## config.mk

```make
export PLATFORM = sky130hd
export DESIGN_NAME = board_m
export DESIGN_NICKNAME = d
export VERILOG_FILES = /design/src/rtl/board_m.sv
export SDC_FILE = /design/constraint.sdc
export NUM_CORES = 1
export LEC_CHECK = 0
export BUFFER_PORTS_ARGS = -buffer_cell sky130_fd_sc_hd__buf_2
export CORE_MARGIN = 2
export CORE_UTILIZATION = 50
export DETAILED_ROUTE_END_ITERATION = 8
export PLACE_DENSITY = 0.72
export SLEW_MARGIN = 20
export SYNTH_ARGS = -nofsm -noshare
export SYNTH_HDL_FRONTEND = slang
export SYNTH_SLANG_ARGS = --single-unit
```

## constraint.sdc

```tcl
create_clock -name clk -period 2.36 [get_ports clk]
set_input_delay 0.118 -clock clk [delete_from_list [all_inputs] [get_ports clk]]
set_output_delay 0.118 -clock clk [all_outputs]
set_load 0.01 [all_outputs]
```

## src/rtl/board_m.sv

```systemverilog
// Tic-tac-toe board state holder: stores nine cells, enforces turn order and
// legality, detects wins and draws, and flags rejected moves with a code.
module board_m (
  input  logic        clk,
  input  logic        reset,
  input  logic [3:0]  update_loc,
  input  logic [1:0]  update_val,
  output logic [17:0] board,
  output logic [1:0]  turn,
  output logic [1:0]  game_state,
  output logic [3:0]  move_count,
  output logic        err,
  output logic [2:0]  err_code
);

  localparam logic [1:0] CELL_EMPTY = 2'b00;
  localparam logic [1:0] CELL_X     = 2'b01;
  localparam logic [1:0] CELL_O     = 2'b10;

  typedef enum logic [1:0] {PLAYING = 2'd0, X_WIN = 2'd1, O_WIN = 2'd2, DRAW = 2'd3} game_t;

  typedef enum logic [2:0] {
    ERR_NONE = 3'd0, ERR_GAME_OVER = 3'd1, ERR_BAD_VAL = 3'd2,
    ERR_BAD_LOC = 3'd3, ERR_WRONG_TURN = 3'd4, ERR_OCCUPIED = 3'd5
  } err_t;

  game_t       state;
  logic [3:0]  last_loc;
  logic [1:0]  last_val;
  logic        request;
  err_t        check;
  logic [4:0]  bit_idx;
  logic [17:0] next_board;
  logic        mover_wins;

  // Only the mover can complete a line, so testing the mover's mark suffices.
  function automatic logic has_line(input logic [17:0] b, input logic [1:0] m);
    logic [8:0] hit;
    hit = '0;
    for (int i = 0; i < 9; i++) hit[i] = (b[2*i +: 2] == m);
    return (hit[0] & hit[1] & hit[2]) | (hit[3] & hit[4] & hit[5]) |
           (hit[6] & hit[7] & hit[8]) | (hit[0] & hit[3] & hit[6]) |
           (hit[1] & hit[4] & hit[7]) | (hit[2] & hit[5] & hit[8]) |
           (hit[0] & hit[4] & hit[8]) | (hit[2] & hit[4] & hit[6]);
  endfunction

  assign game_state = state;
  assign bit_idx    = {update_loc, 1'b0};

  always_comb begin
    request    = (update_val != CELL_EMPTY) &&
                 ((update_loc != last_loc) || (update_val != last_val));
    check      = ERR_NONE;
    next_board = board;
    if (state != PLAYING)              check = ERR_GAME_OVER;
    else if (update_val == 2'b11)      check = ERR_BAD_VAL;
    else if (update_loc > 4'd8)        check = ERR_BAD_LOC;
    else if (update_val != turn)       check = ERR_WRONG_TURN;
    else if (board[bit_idx +: 2] != CELL_EMPTY) check = ERR_OCCUPIED;
    if (update_loc <= 4'd8) next_board[bit_idx +: 2] = update_val;
    mover_wins = has_line(next_board, update_val);
  end

  always_ff @(posedge clk) begin
    if (reset) begin
      board      <= '0;
      turn       <= CELL_X;
      state      <= PLAYING;
      move_count <= 4'd0;
      err        <= 1'b0;
      err_code   <= 3'd0;
      last_loc   <= 4'd0;
      last_val   <= CELL_EMPTY;
    end else begin
      last_loc <= update_loc;
      last_val <= update_val;
      err      <= 1'b0;
      if (request) begin
        if (check != ERR_NONE) begin
          err      <= 1'b1;
          err_code <= check;
        end else begin
          board      <= next_board;
          move_count <= move_count + 4'd1;
          turn       <= (turn == CELL_X) ? CELL_O : CELL_X;
          if (mover_wins)
            state <= (update_val == CELL_X) ? X_WIN : O_WIN;
          else if (move_count == 4'd8)
            state <= DRAW;
        end
      end
    end
  end

endmodule

```

* Word level (Yosys, flattened, before mapping)
Index checks and enable logic that the tools add are counted.
** Operators by class
- Muxes and demuxes :: 12
- Magnitude comparators :: 2
- Bitwise operators :: 25
- Eq/ne operators :: 16
- $add $sub $neg :: 2
- Shift operators :: 3
- Reductions and logical operators :: 11
** Operators with widths (number)
- $bwmux 18 :: 1
- $eq 2x2->1 :: 9
- $mux 18 :: 1
- $shift 2x7->18 const A :: 1
- $shiftx 18x6->2 :: 1
- $shiftx 2x7->18 :: 1
- $and 1x1->1 :: 16
- $mux 3 :: 5
- $mux 2 :: 4
- $reduce_bool 2->1 :: 4
- $neg 5->7 :: 1
- $or 1x1->1 :: 7
- $add 4x1->4 const B :: 1
- $eq 2x1->1 const B :: 2
- $eq 4x4->1 const B :: 1
- $gt 4x4->1 const B :: 1
- $le 4x4->1 const B :: 1
- $ne 2x2->1 :: 2
- $ne 4x4->1 :: 1
- $reduce_and 2->1 :: 2
- $reduce_and 3->1 :: 1
- $reduce_bool 3->1 :: 1
- $eq 2x2->1 const B :: 1
- $not 1->1 :: 2
- other kinds (4) :: 4
** Word-level totals
- Register bits :: 36
- Logic and storage cells :: 79
- Input port bits :: 8

* Longest topological paths before layout
Gate-level depths: netlist (run 1).
- Depth in word-level cells :: 16
- Gate-level depth with buffers :: 13

* Worst setup path before layout (run 1)
No wires, ideal clock.
- Path kind :: input port to flip-flop
- Start :: input update_loc[0]
- End :: register state[0] (netlist: game_state[0])
- Arrival time :: 2498 ps
- Path slack :: -224 ps
- Stages on the path :: 13
- Library setup time :: 86 ps
- Buffers on the path :: 3
- Data required time :: 2274 ps
- Cells stage by stage :: buf_4 -> buf_4 -> inv_1 -> ha_1 -> buf_2 -> or3b_4 -> o21ai_4 -> nand2_4 -> o311a_1 -> a221o_1 -> o21ai_2 -> o31ai_2 -> a221oi_2
** On the way
- Longest elaborated chain between the ends :: 16
- Elaborated cells between the ends (all ways) :: 54
- Those cells by class :: add/sub (1); order compare (2); eq/ne (10); shift (3); mux (8); bitwise (24); reduce/logical (6)
** Ends and longest elaborated chain
- start, declared :: line 6 : input logic [3:0] update_loc,
- $neg 5->7 :: line 60 : if (update_loc <= 4'd8) next_board[bit_idx +: 2] = update_val;
- $shiftx 2x7->18 / $shift 2x7->18 (equally long branches) :: line 60
- $bwmux 18 :: line 60
- $mux 18 :: line 60
- $eq 2x2->1 :: line 40 : for (int i = 0; i < 9; i++) hit[i] = (b[2*i +: 2] == m);
- $and 1x1->1 (2 in a row) :: line 41 : return (hit[0] & hit[1] & hit[2]) | (hit[3] & hit[4] & hit[5]) |
- $or 1x1->1 (2 in a row) :: line 41
- $or 1x1->1 (2 in a row) :: line 42 : (hit[6] & hit[7] & hit[8]) | (hit[0] & hit[3] & hit[6]) |
- $or 1x1->1 (2 in a row) :: line 43 : (hit[1] & hit[4] & hit[7]) | (hit[2] & hit[5] & hit[8]) |
- $or 1x1->1 :: line 44 : (hit[0] & hit[4] & hit[8]) | (hit[2] & hit[4] & hit[6]);
- $reduce_bool 2->1 (no source line)
- $reduce_and 3->1 (no source line)
- end signal, assigned :: line 87 : state <= (update_val == CELL_X) ? X_WIN : O_WIN;
- end, declared :: line 27 : game_t state;
Several ways; a longest one is shown, not always the timed one.
A chain may end at the register's enable or synchronous reset.

* Worst setup path in the final report (run 1)
- Start :: register board[12]
- End :: register board[15]
** On the way
- Longest elaborated chain between the ends :: 10
** Ends and longest elaborated chain
- start, declared :: line 8 : output logic [17:0] board,
- start signal, assigned :: line 83 : board <= next_board;
- $shiftx 18x6->2 :: line 59 : else if (board[bit_idx +: 2] != CELL_EMPTY) check = ERR_OCCUPIED;
- $reduce_bool 2->1 :: line 59
- $mux 3 :: line 59
- $mux 3 :: line 58 : else if (update_val != turn) check = ERR_WRONG_TURN;
- $mux 3 :: line 57 : else if (update_loc > 4'd8) check = ERR_BAD_LOC;
- $mux 3 :: line 56 : else if (update_val == 2'b11) check = ERR_BAD_VAL;
- $mux 3 :: line 55 : if (state != PLAYING) check = ERR_GAME_OVER;
- $reduce_bool 3->1 :: line 79 : if (check != ERR_NONE) begin
- $not 1->1 (no source line)
- $reduce_and 2->1 (no source line)
Every way passes these cells.

==> impl_metrics.py, run 1 <==
metrics = {
    "timing": {
        "fin_crit_ns": 2.22,
        "final_hold_viol_count": 0,
        "tns_ns": 0,
        "fmax_mhz": 451,
        "finalWorstSetupSlack_ns": 0.141,
        "finalSetupViolCount": 0,
        "slew_viol_final": 0,
        "relSlewSlack": 0.560,
        "worst_pin_slew_ns": 0.661,
        "clock_skew_ns": 0.00425,
        "min_period_over_period": 0.940,
    },
    "routing": {
        "viasPerCell": 5.94,
        "wirelength_um": 6330,
        "vias": 2329,
        "drcViolationCount": 0,
        "routedWlPerCell_um": 16.2,
        "drtIter0Drc": 214,
        "ant_nets": 0,
        "first_pass_iters": 4,
    },
    "synthesis": {
        "synthArstFlopShare": 0,
        "ys_warn_count": 0,
        "syn_nets": 301,
        "yosysMostFrequentCell": "dfxtp_1",
        "seq_area_frac_synth": 0.302,
        "syn-cell-area_um2": 2390,
        "synth_top_area_cell": "dfxtp_1",
        "netlist_instances": 288,
        "synth_top_area_share": 0.302,
        "syn_avg_cell_area_um2": 8.29,
        "synth_edf_count": 0,
        "ys_ff_latch": 36,
        "ys_top_cells_by_count": "36 x dfxtp_1, 32 x nor2_1, 25 x nand2_1",
        "synth.top_cells.by_area": "dfxtp_1 30%, nor2_1 5.0%, xor2_1 4.8%",
        "ys.flop_type": "dfxtp_1",
        "synth.distinct_cells": 67,
    },
    "die": {
        "die_w_um": 73.1,
        "core_um2": 4660,
        "rows": 25,
        "die_area_um2": 5340,
        "start_util": 0.512,
        "boundaryPins": 38,
        "die_h_um": 73.1,
    },
    "finish": {
        "drive_gt1_frac": 0.272,
        "num-nets-final": 350,
        "fin_util": 0.620,
        "syn_to_final_growth_pct": 21.0,
        "antenna_cells": 0,
    },
    "grt": {
        "grt-busiest-layer": "met2",
        "met1_usage": 0.333,
        "use_met2": 0.363,
        "grt_antenna_before_repair": 0,
        "grt_usage": 0.241,
        "grt_pass1_vias": 2087,
        "grt_first_pass_wirelength_um": 9980,
        "grt_max_degree": 40,
        "grt_overflow_total": 0,
        "use_met3": 0.0594,
    },
    "min_path": {
        "min-delay-start": "update_loc[0]",
        "hold_depth": 3,
        "whs_endpoint": "last_loc[0]",
        "hold_path.class": "primary input to flip-flop",
    },
    "clock_tree": {
        "cts-htree-levels": 2,
        "cts.clk_slew.worst_paths_ns": 0.08,
        "numCtsBuffers": 5,
        "cts_tree": "done",
        "cts_sinks": 36,
        "ctsHoldBuffers": 0,
        "clock-root-buffer": "clkbuf_8",
        "clock_latency_ns": 0.29,
        "clockBufferDepth": 2,
    },
    "run_status": {
        "status": "finished, final reports clean",
    },
    "critical_path": {
        "worst_r2r_startpoint": "board[12]",
        "crit_arrival_ns": 2.38,
        "endpoint_kind": "flip-flop",
        "required_ns": 2.52,
        "rr_worst_depth": 9,
        "path_max_fanout": 4,
        "reg2reg_to": "board[15]",
        "crit_type": "flip-flop to flip-flop",
        "cp_slowest_cell": "mux4_2",
        "slowest_delay_ns": 0.49,
        "start_kind": "flip-flop",
        "reg2reg_setup_slack_ns": 0.14,
        "crit_chain": "nor3_1, a21oi_1, mux4_2, o21bai_2, and4b_2, buf_4, nand3_1, mux2i_1, nor2_1",
    },
    "place": {
        "port_buffers": 37,
        "routabilityCongestion": 0.944,
        "dp_worst_setup_slack_ns": -0.0324,
        "post-dp-hpwl_um": 4700,
    },
    "pwr": {
        "peakVddDrop_v": 0.000315,
        "p_per_area_nw_per_um2": 500,
        "power.leakage_nw": 1.23,
    },
    "flow_run": {
        "max_cap_viol_count": 0,
    },
}
-- cells in the final DEF (no fill, tap or decap), types with 4 or more instances in the layout --
master	synthesis	layout
a31oi_1	6	6
nand2_1	25	24
xnor2_1	6	6
ha_1	5	4
nand3b_1	11	11
and2_1	4	4
buf_2	5	37
buf_4	3	18
o31ai_1	4	4
dfxtp_1	36	36
nor3_1	8	6
a22oi_1	4	4
nand2b_1	8	8
o21ai_0	7	7
nor2_1	32	32
clkbuf_8	0	5
nor2b_1	5	5
inv_1	14	13
xor2_1	13	13
nand4_1	5	5
a21oi_1	18	18
nand3_1	4	4
-- sequential cells by signal (all words and copies together) (netlist names) --
register    flops
board          18
last_loc        4
move_count      4
err_code        3
game_state      2
last_val        2
turn            2
err             1
-- worst max-delay path: cells and delay by family, from the launching register on --
kind,cells,cell delay (ns)
and+or+nand+nor,4,0.67
muxes,2,0.67
DFF,1,0.35
AOI/OAI and AO/OA,2,0.25
buffers and inverters,1,0.14
-- power breakdown --
part / switching (mW) / total [mW] / internal, mW / leakage [nW]
Sequential: 0.00941 / 0.631 / 0.621 / 0.293
Combinational: 0.158 / 0.265 / 0.107 / 0.885
Clock: 0.237 / 0.549 / 0.313 / 0.0541
-- how the worst max path moves through the flow --
stage	cells past startpoint	start	slack (ns)	end
2_1_floorplan	12	update_loc[0]	0.01	game_state[1]
6_report	9	board[12]	0.14	board[15]
3_5_place_dp	11	update_loc[0]	-0.03	game_state[0]
4_1_cts	8	board[8]	0.06	board[2]
3_3_place_gp	11	update_loc[0]	0.009	game_state[0]
5_1_grt	9	last_loc[3]	-0.02	board[15]
-- routing by layer --
metal / vias up / part of all wire
met4: 0 / 0.012
met3: 8 / 0.067
met2: 67 / 0.47
met1: 1118 / 0.45
li1: 1136 / -
met5: - / 0
-- cell families (layout without fill, tap and decap cells) --
family / after synthesis / after routing / share of synthesized area
buffers and inverters: 29 / 79 / 0.0592
flip-flops: 36 / 36 / 0.302
AO/OA/AOI/OAI: 77 / 77 / 0.254
adder cells (fa/ha/maj): 5 / 5 / 0.0262
multiplexers: 3 / 3 / 0.0178
AND/OR/NAND/NOR: 119 / 119 / 0.271
XOR/XNOR: 19 / 19 / 0.0697
-- through the flow --
stage	cell area (µm²)	hold WS, ns	std cells	power [mW]
6_report	2890	0.143	392	1.44
5_1_grt	2890	0.155	392	1.51
4_1_cts	2870	0.139	392	1.45
3_5_place_dp	2760	0.449	384	0.903
3_3_place_gp	2760	0.438	384	0.900
2_1_floorplan	2440	0.327	288	0.834
-- layout make-up --
type	instances	area, µm²
timing repair buffer	57	360
inverter	14	55.1
sequential	36	721
clock buffer	5	68.8
fill	451	1770
multi-input combinational	223	1570
tap	54	67.6
clock inverter	3	42.5
-- timing repair --
action	CTS	global route
buffers inserted	0	0
resized for setup	0	4
hold endpoints to repair	0	0
endpoints found under the setup margin	0	6
Note: power is estimated with default switching activity, not from simulation.
==> inputs of run 2 (changes only) <==
--- a/config.mk
+++ b/config.mk
@@ -5,11 +5,12 @@
 export SDC_FILE = /design/constraint.sdc
 export NUM_CORES = 1
 export LEC_CHECK = 0
-export BUFFER_PORTS_ARGS = -buffer_cell sky130_fd_sc_hd__buf_2
+export CORE_ASPECT_RATIO = 1.1
 export CORE_MARGIN = 2
 export CORE_UTILIZATION = 50
 export DETAILED_ROUTE_END_ITERATION = 8
-export PLACE_DENSITY = 0.72
+export DONT_BUFFER_PORTS = 1
+export PLACE_DENSITY = 0.65
 export SLEW_MARGIN = 20
 export SYNTH_ARGS = -nofsm -noshare
 export SYNTH_HDL_FRONTEND = slang
==> run 2 against run 1 <==
Global-route usage up 1.7 points. Clock-buffer cell count up 1. Die area about the same. Clock skew down 0.00096 ns. Cell count down 6.1%. Clock power about the same. Sequential share of layout area up 0.34 points. Worst setup slack worse by 0.035 ns. Total power down 1.9%. Routed wire length up 9.0%.
==> impl_metrics.py, run 2 (synthesis gave the netlist of run 1 again) <==
metrics = {
    "run_status": {
        "status": "finished, final reports clean",
    },
    "die": {
        "core_um2": 4620,
        "die_h_um": 76.5,
        "die_w_um": 69.9,
        "start_util": 0.517,
        "boundaryPins": 38,
        "rows": 26,
        "die_area_um2": 5340,
    },
    "critical_path": {
        "rr_worst_depth": 9,
        "endpoint": "board[15]",
        "reg2reg_to": "board[15]",
        "required_ns": 2.52,
        "worst_r2r_startpoint": "board[1]",
        "crit_arrival_ns": 2.42,
        "crit_type": "flip-flop to flip-flop",
        "reg2reg_setup_slack_ns": 0.11,
        "path_max_fanout": 5,
        "startpoint": "board[1]",
        "endpoint_kind": "flip-flop",
        "start_kind": "flip-flop",
    },
    "pwr": {
        "p_per_area_nw_per_um2": 496,
        "peakVddDrop_v": 0.000269,
        "power_mw": 1.42,
        "power.leakage_nw": 1.11,
    },
    "finish": {
        "fill_cells": 427,
        "final_cell_mix": "35 x dfxtp_1, 30 x nor2_1, 23 x nand2_1, 23 x buf_4, 17 x a21oi_1",
        "drive_gt1_frac": 0.221,
        "syn_to_final_growth_pct": 19.5,
        "antenna_cells": 0,
        "num-nets-final": 324,
        "layout_commonest_cell": "dfxtp_1",
        "design_area_um2": 2850,
        "reg_top3": "board x18, last_loc x4, move_count x4",
        "regMostFlops": "board",
        "largest_reg_flops": 18,
    },
    "grt": {
        "grt_usage": 0.258,
        "grt_first_pass_wirelength_um": 11000,
        "grt_overflow_total": 0,
        "grt_pass1_vias": 2157,
        "grt_max_degree": 28,
        "grt_antenna_before_repair": 0,
    },
    "routing": {
        "dr_wl_met3_um": 502,
        "routedWlPerCell_um": 18.8,
        "wirelength_um": 6900,
        "drcViolationCount": 0,
        "wl_met2_um": 3210,
        "met1Wirelength_um": 3000,
        "first_pass_iters": 5,
        "drtIter0Drc": 216,
        "viasPerCell": 6.23,
        "highest_layer": "met4",
        "vias": 2293,
        "ant_nets": 0,
    },
    "timing": {
        "worst_pin_slew_ns": 0.567,
        "relSlewSlack": 0.622,
        "slew_viol_final": 0,
        "fin_crit_ns": 2.25,
        "final_hold_viol_count": 0,
        "min_period_over_period": 0.955,
        "finalSetupViolCount": 0,
        "fmax_mhz": 444,
        "hold_ws_ns": 0.0123,
        "clock_skew_ns": 0.00329,
    },
    "place": {
        "post-dp-hpwl_um": 4580,
        "port_buffers": 0,
        "routabilityCongestion": 0.855,
        "placed_area_um2": 2580,
    },
    "flow_run": {
        "max_cap_viol_count": 0,
    },
    "clock_tree": {
        "cts_tree": "done",
        "clockBufferDepth": 2,
        "clock-root-buffer": "clkbuf_8",
        "cts-htree-levels": 2,
        "numCtsBuffers": 5,
        "cts_sinks": 36,
        "clock_latency_ns": 0.29,
        "cts.clk_slew.worst_paths_ns": 0.08,
    },
    "min_path": {
        "hold_path.class": "primary input to flip-flop",
    },
}
-- run 2: worst max-delay path, cell delays in order, from the launching register on --
cell and delay [ns]:
dfxtp_2 0.34, nor3_4 0.20, a21oi_1 0.06, mux4_2 0.52, o21bai_4 0.16, and4b_2 0.36
buf_12 0.16, nand3_2 0.11, mux2i_1 0.17, nor2_1 0.05
-- run 2: where the power goes --
part | switching (mW) | internal (mW) | leakage (nW)
Combinational | 0.130 | 0.104 | 0.759
Sequential | 0.0132 | 0.621 | 0.293
Clock | 0.235 | 0.314 | 0.0552
-- run 2: layer usage --
metal	global-route usage	up-vias
li1	-	1093
met2	0.392	103
met5	0	-
met4	0.115	0
met1	0.353	1083
met3	0.0516	14
-- run 2: area by class of cell --
| class | count | area (µm²) | share of cell area |
|---|---|---|---|
| Multi-Input combinational cell | 223 | 1610 | 0.565 |
| Sequential cell | 36 | 722 | 0.253 |
| Timing Repair Buffer | 31 | 288 | 0.101 |
| Clock buffer | 6 | 72.6 | 0.0254 |
| Tap cell | 56 | 70.1 | 0.0246 |
| Inverter | 14 | 55.1 | 0.0193 |
| Clock inverter | 2 | 35.0 | 0.0123 |
-- run 2: worst min path at each step --
stage	startpoint	endpoint	slack, ns	cells after the start
3_3_place_gp	reset	game_state[0]	0.19	1
3_5_place_dp	reset	game_state[0]	0.19	1
6_report	reset	board[9]	0.01	2
5_1_grt	reset	board[10]	0.02	2
4_1_cts	reset	board[9]	0.008	2
2_1_floorplan	update_loc[1]	last_loc[1]	0.33	2
-- run 2: repair_timing --
action	4_1_cts	5_1_grt
hold endpoints to repair	27	0
resized for setup	0	14
buffers inserted	0	2
hold buffers	5	0
endpoints found under the setup margin	0	9
-- run 2: through the flow --
stage,setup TNS (ns),worst slack (ns),utilization,std cells
after CTS,0,0.0217,0.592,364
after global placement,0,0.0213,0.558,351
after global routing,-0.00993,-0.00993,0.618,368
after detailed placement,0,0.0327,0.558,351
after floorplan,0,0.0124,-,288
final,0,0.106,0.618,368
==> inputs of run 3 (changes only) <==
--- a/config.mk
+++ b/config.mk
@@ -7,10 +7,10 @@
 export LEC_CHECK = 0
 export CORE_ASPECT_RATIO = 1.1
 export CORE_MARGIN = 2
-export CORE_UTILIZATION = 50
+export CORE_UTILIZATION = 35
 export DETAILED_ROUTE_END_ITERATION = 8
 export DONT_BUFFER_PORTS = 1
-export PLACE_DENSITY = 0.65
+export PLACE_DENSITY = 0.48
 export SLEW_MARGIN = 20
 export SYNTH_ARGS = -nofsm -noshare
 export SYNTH_HDL_FRONTEND = slang
==> run 3 against run 2 <==
The run now ends with hold timing left. Combinational power decreased by 3%. Cell area decreased by 0.79%. Cell count increased by 7.6%. Routed wire length increased by 4.0%. Global-route usage decreased by 5.0 points. First-iteration DRC count decreased by 27%. Register-to-register slack improved by 0.04 ns. Total power decreased by 5.0%. Die area increased by 40%. Sequential share of layout area increased by 0.16 points. Clock power decreased by 12%. Via count decreased by 2.6%.
==> impl_metrics.py, run 3 (synthesis gave the netlist of run 1 again) <==
metrics = {
    "run_status": {
        "status": "finished with violations",
        "violations": "hold timing",
    },
    "timing": {
        "slew_viol_final": 0,
        "clock_skew_ns": 0.0101,
        "finalWorstSetupSlack_ns": 0.150,
        "rsz0062_at_grt": "no",
        "relSlewSlack": 0.698,
        "worst_pin_slew_ns": 0.450,
        "finalSetupViolCount": 0,
        "min_period_over_period": 0.937,
        "final_hold_viol_count": 1,
        "fmax_mhz": 452,
        "hold_ws_ns": -0.00446,
        "fin_crit_ns": 2.21,
    },
    "critical_path": {
        "endpoint_kind": "flip-flop",
        "crit_type": "flip-flop to flip-flop",
        "start_kind": "flip-flop",
        "crit_arrival_ns": 2.42,
        "required_ns": 2.57,
        "path_max_fanout": 17,
    },
    "clock_tree": {
        "clock-root-buffer": "clkbuf_8",
        "numCtsBuffers": 5,
        "cts_sinks": 36,
        "cts.clk_slew.worst_paths_ns": 0.08,
        "clockBufferDepth": 2,
        "cts_tree": "done",
        "cts-htree-levels": 2,
        "clock_latency_ns": 0.30,
    },
    "finish": {
        "layout_commonest_cell": "dfxtp_1",
        "num-nets-final": 326,
        "design_area_um2": 2830,
        "largest_reg_flops": 18,
        "instances_no_fill": 396,
        "syn_to_final_growth_pct": 18.6,
        "antenna_cells": 0,
        "fill_cells": 687,
        "regMostFlops": "board",
        "reg_top3": "board x18, last_loc x4, move_count x4",
        "drive_gt1_frac": 0.191,
        "final_cell_mix": "36 x dfxtp_1, 32 x nor2_1, 25 x buf_4, 24 x nand2_1, 18 x a21oi_1",
    },
    "grt": {
        "grt_usage": 0.209,
        "grt_first_pass_wirelength_um": 11900,
        "grt_overflow_total": 0,
        "grt_max_degree": 28,
        "grt_pass1_vias": 2177,
        "grt_antenna_before_repair": 0,
    },
    "place": {
        "placed_area_um2": 2640,
        "dp_worst_setup_slack_ns": -0.0172,
        "port_buffers": 0,
        "routabilityCongestion": 0.899,
        "post-dp-hpwl_um": 5070,
        "dp_cells": 381,
    },
    "pwr": {
        "power.leakage_nw": 1.09,
        "p_per_area_nw_per_um2": 475,
        "peakVddDrop_v": 0.000216,
        "power_mw": 1.35,
    },
    "min_path": {
        "hold_path.class": "primary input to flip-flop",
    },
    "die": {
        "die_area_um2": 7500,
        "boundaryPins": 38,
        "start_util": 0.362,
        "die_h_um": 90.6,
        "rows": 31,
        "core_um2": 6590,
        "die_w_um": 82.7,
    },
    "routing": {
        "ant_nets": 0,
        "vias": 2233,
        "wirelength_um": 7180,
        "drtIter0Drc": 157,
        "drcViolationCount": 0,
        "viasPerCell": 5.64,
        "routedWlPerCell_um": 18.1,
        "first_pass_iters": 5,
    },
    "flow_run": {
        "max_cap_viol_count": 0,
    },
}
-- run 3: cell count changes in the layout (fill, tap and decap cells not counted), sizes merged --
| cell | previous run | this run |
|---|---|---|
| clkinvlp | 0 | 1 |
| buf | 25 | 27 |
| clkinv | 1 | 0 |
| bufinv | 1 | 0 |
| dlygate4sd3 | 4 | 6 |
| clkbuf | 8 | 7 |
-- run 3: final timing paths --
kind / cells past startpoint / startpoint / endpoint / slack, ns
max: 8 / board[0] / board[2] / 0.15
min: 2 / reset / board[3] / -0.004
max reg2reg: 8 / board[0] / board[2] / 0.15
min reg2reg: 2 / err_code[2] / err_code[2] / 0.52
-- run 3: what timing repair did --
action / 4_1_cts / 5_1_grt
hold buffers: 6 / 1
endpoints found under the hold margin: 27 / 1
buffers inserted: 0 / 0
endpoints found under the setup margin: 0 / 5
resized for setup: 0 / 3
-- run 3: power by group --
part           internal, mW  switching (mW)  total, mW
clock                 0.238           0.247      0.484
sequential            0.621          0.0131      0.634
combinational        0.0994           0.127      0.227
total                 0.958           0.387       1.35
-- run 3: worst max-delay path, cell delays in order (launching register included) --
cell and delay (ns):
dfxtp_1 0.33, nor3_2 0.23, a21oi_1 0.06, mux4_2 0.51
o21bai_2 0.17, and4b_1 0.26, buf_12 0.17, nand2_1 0.12
o41ai_2 0.28
-- run 3: final cells by class --
type	instances	area, µm²	area share
Multi-Input combinational cell	223	1570	0.555
Inverter	14	55.1	0.0194
Tap cell	82	103	0.0362
Clock inverter	1	7.51	0.00265
Sequential cell	36	721	0.255
Timing Repair Buffer	33	288	0.102
Clock buffer	7	86.3	0.0305
-- run 3: stage by stage --
stage / setup TNS (ns) / utilization
global placement: -0.0162 / 0.400
finish: 0 / 0.429
global route: 0 / 0.429
CTS: 0 / 0.425
detailed placement: -0.0172 / 0.400
floorplan: 0 / -
-- run 3: layer usage --
| metal | wire [µm] | GRT usage |
|---|---|---|
| met1 | 3330 | 0.293 |
| met2 | 3310 | 0.319 |
| met3 | 470 | 0.0510 |
| met4 | 68 | 0.0478 |
| met5 | 0 | 0 |
